$ cat src/rtl/isram_arb2_ahbl.sv
// Two-master AHB-Lite arbiter sharing the instruction SRAM; a losing master parks in a one-deep pending buffer.
// Zero added latency when uncontended; losers and requests raised during a slave stall see hready low until served.
module isram_arb2_ahbl #(
  parameter int ADDR_WIDTH = 32,
  parameter int DATA_WIDTH = 32
) (
  input  logic                  clk,
  input  logic                  rstn,
  input  logic [ADDR_WIDTH-1:0] m0_haddr,
  input  logic [1:0]            m0_htrans,
  input  logic                  m0_hwrite,
  input  logic [2:0]            m0_hsize,
  input  logic [DATA_WIDTH-1:0] m0_hwdata,
  output logic [DATA_WIDTH-1:0] m0_hrdata,
  output logic                  m0_hready,
  output logic                  m0_hresp,
  input  logic [ADDR_WIDTH-1:0] m1_haddr,
  input  logic [1:0]            m1_htrans,
  input  logic                  m1_hwrite,
  input  logic [2:0]            m1_hsize,
  input  logic [DATA_WIDTH-1:0] m1_hwdata,
  output logic [DATA_WIDTH-1:0] m1_hrdata,
  output logic                  m1_hready,
  output logic                  m1_hresp,
  output logic [ADDR_WIDTH-1:0] s_haddr,
  output logic [1:0]            s_htrans,
  output logic                  s_hwrite,
  output logic [2:0]            s_hsize,
  output logic [2:0]            s_hburst,
  output logic [DATA_WIDTH-1:0] s_hwdata,
  input  logic [DATA_WIDTH-1:0] s_hrdata,
  input  logic                  s_hready,
  input  logic                  s_hresp
);

  localparam logic [1:0] HTRANS_IDLE   = 2'b00;
  localparam logic [1:0] HTRANS_NONSEQ = 2'b10;

  typedef struct packed {
    logic [ADDR_WIDTH-1:0] addr;
    logic                  write;
    logic [2:0]            size;
  } ahb_ap_t;

  typedef enum logic [1:0] {
    DP_NONE = 2'd0,
    DP_M0   = 2'd1,
    DP_M1   = 2'd2
  } dp_owner_e;

  logic      pend_v0, pend_v1;
  ahb_ap_t   pend_ap0, pend_ap1;
  dp_owner_e dp_owner;
  logic      last_grant;   // 0 = M0, 1 = M1
  logic      sel_q;
  logic      stall_q;

  logic      live0, live1;
  ahb_ap_t   live_ap0, live_ap1, sel_ap;
  logic      sel, s_vld, acc;

  // SEQ is treated like NONSEQ: every beat is re-arbitrated as a single transfer
  assign live0 = m0_hready && (m0_htrans inside {2'b10, 2'b11});
  assign live1 = m1_hready && (m1_htrans inside {2'b10, 2'b11});

  assign live_ap0 = '{addr: m0_haddr, write: m0_hwrite, size: m0_hsize};
  assign live_ap1 = '{addr: m1_haddr, write: m1_hwrite, size: m1_hsize};

  // An address phase the slave stalled must stay on the bus; it already sits in its pending buffer
  always_comb begin
    sel   = sel_q;
    s_vld = 1'b0;
    if (stall_q) begin
      s_vld = 1'b1;
    end else if (pend_v0 || pend_v1) begin
      s_vld = 1'b1;
      sel   = (pend_v0 && pend_v1) ? ~last_grant : pend_v1;
    end else if (live0 || live1) begin
      s_vld = 1'b1;
      sel   = (live0 && live1) ? ~last_grant : live1;
    end
  end

  assign sel_ap = sel ? (pend_v1 ? pend_ap1 : live_ap1) : (pend_v0 ? pend_ap0 : live_ap0);
  assign acc    = s_vld && s_hready;

  assign s_htrans = s_vld ? HTRANS_NONSEQ : HTRANS_IDLE;
  assign s_haddr  = s_vld ? sel_ap.addr : '0;
  assign s_hwrite = s_vld && sel_ap.write;
  assign s_hsize  = s_vld ? sel_ap.size : 3'b000;
  assign s_hburst = 3'b000;

  always_comb begin
    s_hwdata = '0;
    case (dp_owner)
      DP_M0:   s_hwdata = m0_hwdata;
      DP_M1:   s_hwdata = m1_hwdata;
      default: s_hwdata = '0;
    endcase
  end

  assign m0_hready = (dp_owner == DP_M0) ? s_hready : ~pend_v0;
  assign m1_hready = (dp_owner == DP_M1) ? s_hready : ~pend_v1;
  assign m0_hrdata = (dp_owner == DP_M0) ? s_hrdata : '0;
  assign m1_hrdata = (dp_owner == DP_M1) ? s_hrdata : '0;
  assign m0_hresp  = (dp_owner == DP_M0) ? s_hresp : 1'b0;
  assign m1_hresp  = (dp_owner == DP_M1) ? s_hresp : 1'b0;

  always_ff @(posedge clk or negedge rstn) begin
    if (!rstn) begin
      pend_v0    <= 1'b0;
      pend_v1    <= 1'b0;
      pend_ap0   <= '0;
      pend_ap1   <= '0;
      dp_owner   <= DP_NONE;
      last_grant <= 1'b1;
      sel_q      <= 1'b0;
      stall_q    <= 1'b0;
    end else begin
      sel_q   <= sel;
      stall_q <= s_vld && !s_hready;
      if (acc)
        last_grant <= sel;
      if (s_hready)
        dp_owner <= acc ? (sel ? DP_M1 : DP_M0) : DP_NONE;

      if (live0 && !(acc && !sel)) begin
        pend_v0  <= 1'b1;
        pend_ap0 <= live_ap0;
      end else if (acc && !sel) begin
        pend_v0 <= 1'b0;
      end

      if (live1 && !(acc && sel)) begin
        pend_v1  <= 1'b1;
        pend_ap1 <= live_ap1;
      end else if (acc && sel) begin
        pend_v1 <= 1'b0;
      end
    end
  end

endmodule
$ cat config.mk
export PLATFORM = sky130hd
export DESIGN_NAME = isram_arb2_ahbl
export DESIGN_NICKNAME = d
export VERILOG_FILES = /design/src/rtl/isram_arb2_ahbl.sv
export SDC_FILE = /design/constraint.sdc
export NUM_CORES = 1
export LEC_CHECK = 0
export CELL_PAD_IN_SITES_DETAIL_PLACEMENT = 2
export CELL_PAD_IN_SITES_GLOBAL_PLACEMENT = 2
export CORE_MARGIN = 2
export CORE_UTILIZATION = 23
export CTS_CLUSTER_SIZE = 40
export DETAILED_ROUTE_END_ITERATION = 10
export PLACE_DENSITY_LB_ADDON = 0.1
export SLEW_MARGIN = 25
export SYNTH_ARGS = -nofsm -noshare
export SYNTH_HDL_FRONTEND = slang
export SYNTH_SLANG_ARGS = --single-unit
export TNS_END_PERCENT = 50
$ cat constraint.sdc
create_clock -name clk -period 4.15 [get_ports clk]
set_clock_uncertainty 0.1 [all_clocks]
set_input_delay 0.415 -clock clk [delete_from_list [all_inputs] [get_ports clk]]
set_output_delay 0.415 -clock clk [all_outputs]
set_load 0.02 [all_outputs]
## After elaboration in Yosys (flattened, before gate mapping)

Index checks and enable logic that the tools add are counted.

- Memories: 0
- Bits in registers: 79
- Latch bits: 0
- Output and inout port bits: 141
- Memory bits (writable): 0
- Memory bits (read-only): 0
- Input bits: 176

- $add $sub $neg: 0
- Bitwise logic cells: 3
- Divide/modulo/power cells: 0
- Eq/ne operators: 6
- Magnitude comparators: 0
- Reductions and logical operators: 21
- $mul: 0
- Shift-type cells: 0
- Muxes and demuxes: 27

Operators with widths:

| kind | number |
|---|---|
| 36-bit 2-to-1 mux | 3 |
| 32-bit 2-to-1 mux | 3 |
| 32-bit case mux with 2 select lines | 1 |
| 1-bit 2-to-1 mux | 16 |
| 1-bit logical AND | 11 |
| 2-bit == test (second input constant) | 5 |
| 2-bit nonzero test | 4 |
| 2-bit 2-to-1 mux | 3 |
| 1-bit logical NOT | 4 |
| 3-bit 2-to-1 mux | 1 |
| 1-bit NOT | 3 |
| 2-bit by 1-bit == test with 1-bit output (second input constant) | 1 |
| 1-bit logical OR | 2 |

## Longest topological paths before layout

- Word-level depth: 13
- Mapped depth: 9

## Least setup slack after synthesis

OpenSTA, ideal clock, no wires.

- Kind: register -> output
- Start: reg dp_owner[0]
- End: out s_haddr[25]
- Path buffers: 2
- Arrival time: 2.191 ns
- Data required time: 3.635 ns
- Path slack: 1.444 ns
- Cell stages (with the launch flop): 10
- Cell sequence: dfrtp_1 -> inv_1 -> ha_1 -> nand2b_1 -> nand4_1 -> a31oi_4 -> buf_4 -> buf_4 -> a221oi_1 -> a211oi_1

- Longest elaborated chain between the ends: 10
- Elaborated cells on any way between the ends: 17
- Those cells by class: eq/ne (2); mux (11); reduce/logical (4)

RTL lines:

| what | line | source |
|---|---|---|
| start: declaration | 53 | `dp_owner_e dp_owner;` |
| start signal: assignment | 125 | `dp_owner <= acc ? (sel ? DP_M1 : DP_M0) : DP_NONE;` |
| 2-bit by 1-bit == test with 1-bit output / 2-bit == test (equally long branches) | 102, 103 |  |
| 1-bit 2-to-1 mux, on equally long branches | 102, 103 |  |
| 1-bit logical AND, on equally long branches | 63, 64 |  |
| 1-bit logical AND | 80 | `sel = (live0 && live1) ? ~last_grant : live1;` |
| 1-bit 2-to-1 mux | 80 |  |
| 1-bit 2-to-1 mux | 78 | `end else if (live0 \|\| live1) begin` |
| 1-bit 2-to-1 mux | 75 | `end else if (pend_v0 \|\| pend_v1) begin` |
| 1-bit 2-to-1 mux | 73 | `if (stall_q) begin` |
| 36-bit 2-to-1 mux | 84 | `assign sel_ap = sel ? (pend_v1 ? pend_ap1 : live_ap1) : (pend_v0 ? pend_ap0 : live_ap0);` |
| 32-bit 2-to-1 mux (*) | 88 | `assign s_haddr = s_vld ? sel_ap.addr : '0;` |
| end: declaration | 25 | `output logic [ADDR_WIDTH-1:0] s_haddr,` |

Mark *: on every way between the ends. The rest lies on a longest branch, timed or not.

## Worst setup path after layout

- Start: in s_hready
- End: out s_hsize[2]

- Longest elaborated chain between the ends: 9
- Elaborated cells on any way between the ends: 15
- Those cells by class: mux (11); reduce/logical (4)

RTL lines:

| what | line | source |
|---|---|---|
| start: declaration | 32 | `input logic s_hready,` |
| 1-bit 2-to-1 mux, on equally long branches | 102, 103 |  |
| 1-bit logical AND, on equally long branches | 63, 64 |  |
| 1-bit logical AND | 80 |  |
| 1-bit 2-to-1 mux | 80 |  |
| 1-bit 2-to-1 mux | 78 |  |
| 1-bit 2-to-1 mux | 75 |  |
| 1-bit 2-to-1 mux | 73 |  |
| 36-bit 2-to-1 mux | 84 |  |
| 3-bit 2-to-1 mux (*) | 90 | `assign s_hsize = s_vld ? sel_ap.size : 3'b000;` |
| end: declaration | 28 | `output logic [2:0] s_hsize,` |

Marks and branches as above.

==> impl_metrics.ini <==
[yosys]
yosys_warnings = 0
ys_ff_latch = 79
ys_seq_area_share_pct = 36.6
ys_top_cells_by_area = dfrtp_1 36%, mux2_2 8.5%, and2_1 7.8%
synth_area_per_cell_um2 = 10.3
synth_edf_count = 0
synth_top_flop_cell = dfrtp_1
syn_inst = 525
synth_top_cell_by_area = dfrtp_1
synthesis.area_mm2 = 0.00540
yosysTopAreaCellShare_pct = 36.1
synthArstFlopShare_pct = 100
synth_cell_types = 36

[global_route]
grtUsageTotal_pct = 19.6
grt_first_pass_wirelength_um = 36900
grt_max_degree = 68
antenna_found_initial = 3
grt_pass1_vias = 6184
gr-total-overflow = 0

[placed_design]
dpl-instance-area_mm2 = 0.00881
dp_cells = 1114
numPortBuffers = 310
dp_hpwl_um = 18500
place_ws_ps = 346
routabilityCongestion = 0.817

[min_path]
hold_path.class = input pin to asynchronous set/reset pin

[critical_path]
path_class = input pin to primary output
r2r_setup_slack_ps = 1240
worstPathMaxFanout = 25
required_ps = 3630
r2r-end = pend_ap0[11]$_DFFE_PN0P_
arrival_ps = 3300
r2r_cells = 7
worstSetupStartpointType = input pin
worstReg2RegStart = dp_owner[1]$_DFFE_PN0P_
endpoint_kind = primary output

[final_layout]
final_nets = 984
fin_area_mm2 = 0.00916
drive_gt1_share_pct = 12.8
instances_no_fill = 1133
syn2layout_area_growth_pct = 69.5
fin_util_pct = 39.4

[timing]
whs_ps = -17.1
finalSetupTns_ps = 0
fmax_ghz = 0.262
finalHoldViolCount = 20
slew_headroom_pct = 45.8
setup-violations-final = 0
slew_violations = 0
post-route-min-period_ps = 3810
tightestPinTransition_ps = 809
period_share_pct = 91.9
layout_setup_ws_ps = 337
rsz0062_at_grt = no

[power]
p_leak_nw = 3.51
p_int_mw = 3.86
power.density_mw_per_mm2 = 741
p_total_mw = 6.79
clockPowerShare_pct = 14.0
irDropWorstVdd_uv = 241
power_switching_mw = 2.92
comb_power_share_pct = 65.5
switching_share_pct = 43.1
p_seq_share_pct = 20.4

[run_status]
failed_checks = hold timing
outcome = finished, violations left

[flow_run]
cap_violations = 0

[floorplan]
die-area_mm2 = 0.0247
die_w_um = 157
die_h_um = 157
start_util_pct = 23.2
ios = 317
num_rows = 56
coreArea_mm2 = 0.0233

[routing]
wire_per_inst_um = 21.5
vias = 5378
drcViolationCount = 0
totalWireLength_um = 24300
drt_iter0_drc = 181
firstDrtPassIters = 4
routed_via_density = 4.75
ant_nets = 0

[cts]
clkTransAtPathRegs_ps = 60
htreeDepth = 3
cts_num_sinks = 79
root_buffer = clkbuf_16
numCtsBuffers = 9
clock_latency_ps = 350
cts_tree = built
ctsResizeCount = 0
cts_hold_buf = 0
postCtsSetupBuffers = 0
cts_buffer_depth = 2
[cell usage in the layout, fill, tap and decap left out, drive strengths merged, types with 2 or more instances in the layout]
cell,Yosys,layout
and2,68,68
conb,1,4
nor2b,38,38
nand2b,3,3
diode,0,3
o21ai,4,4
nor2,35,35
dfrtp,78,78
mux2,72,72
mux2i,36,36
a22oi,32,32
a31oi,2,2
a221oi,36,36
ha,2,2
bufinv,0,3
buf,26,15
nand2,4,4
clkdlybuf4s50,0,309
clkbuf,31,10
a21oi,6,6
a211oi,36,36
inv,7,9
[per-layer routing]
| layer | vias up | wire [um] | GRT usage (%) |
|---|---|---|---|
| met5 | - | 0 | 0 |
| met4 | 0 | 472 | 6.10 |
| met3 | 25 | 1560 | 4.90 |
| met2 | 162 | 12800 | 36.6 |
| met1 | 2722 | 9480 | 21.7 |
| li1 | 2469 | - | - |
[worst max-delay path: stages]
cell and delay, ps:
clkdlybuf4s50_1 590, o21ai_2 140, o221ai_2 140, or4_2 580, and2_4 250, buf_12 200
a211oi_1 280, clkdlybuf4s50_1 690
[flip-flops by register name, indices dropped and copies added (netlist names)]
name        count
dp_owner        2
last_grant      1
pend_ap0       36
pend_ap1       36
pend_v0         1
pend_v1         1
sel_q           1
stall_q         1
[worst max path at each step]
| stage | from | end | slack, ps | cells past startpoint |
|---|---|---|---|---|
| after CTS | s_hready | s_hsize[2] | 290 | 8 |
| after global placement | s_hready | s_hwrite | 430 | 8 |
| final | s_hready | s_hsize[2] | 340 | 8 |
| after detailed placement | s_hready | s_hsize[2] | 350 | 8 |
| after global routing | m0_htrans[1] | s_hsize[2] | 220 | 8 |
| after floorplan | dp_owner[0]$_DFFE_PN0P_ | s_haddr[25] | 1440 | 9 |
[power by group through the flow]
stage          registers, mW  clock network (mW)  logic (mW)
6_report                1.39               0.952        4.45
3_3_place_gp            1.36                   0        4.39
5_1_grt                 1.44                1.01        4.76
4_1_cts                 1.39               0.973        4.53
2_1_floorplan           1.31                   0        2.66
3_5_place_dp            1.40                   0        4.51
[final cells by class]
class	instances	area (um^2)
clock inverters	6	115
inverters	7	26.3
well taps	319	399
flip-flops and latches	79	1980
repair buffers	324	3260
clock buffers	10	229
fillers	2477	14100
diodes	3	7.51
multi-input cells	385	3140
[cells by family after synthesis]
family                   synth area share, %
AND/OR/NAND/NOR                         15.7
AO/OA/AOI/OAI                           19.6
multiplexers                            21.7
flip-flops                              36.6
buffers and inverters                   5.81
adder cells (fa/ha/maj)                0.463
other                                 0.0694
[cell usage after synthesis, types with 11 or more instances]
master and count:
mux2_1 31, a22oi_1 32, nor2_1 35, a211oi_2 20, mux2i_1 36, a221oi_1 36
buf_2 11, clkbuf_1 31, and2_1 67, a211oi_1 16, nor2b_1 38, dfrtp_1 78
mux2_2 41
(Power assumes the default switching activity.)
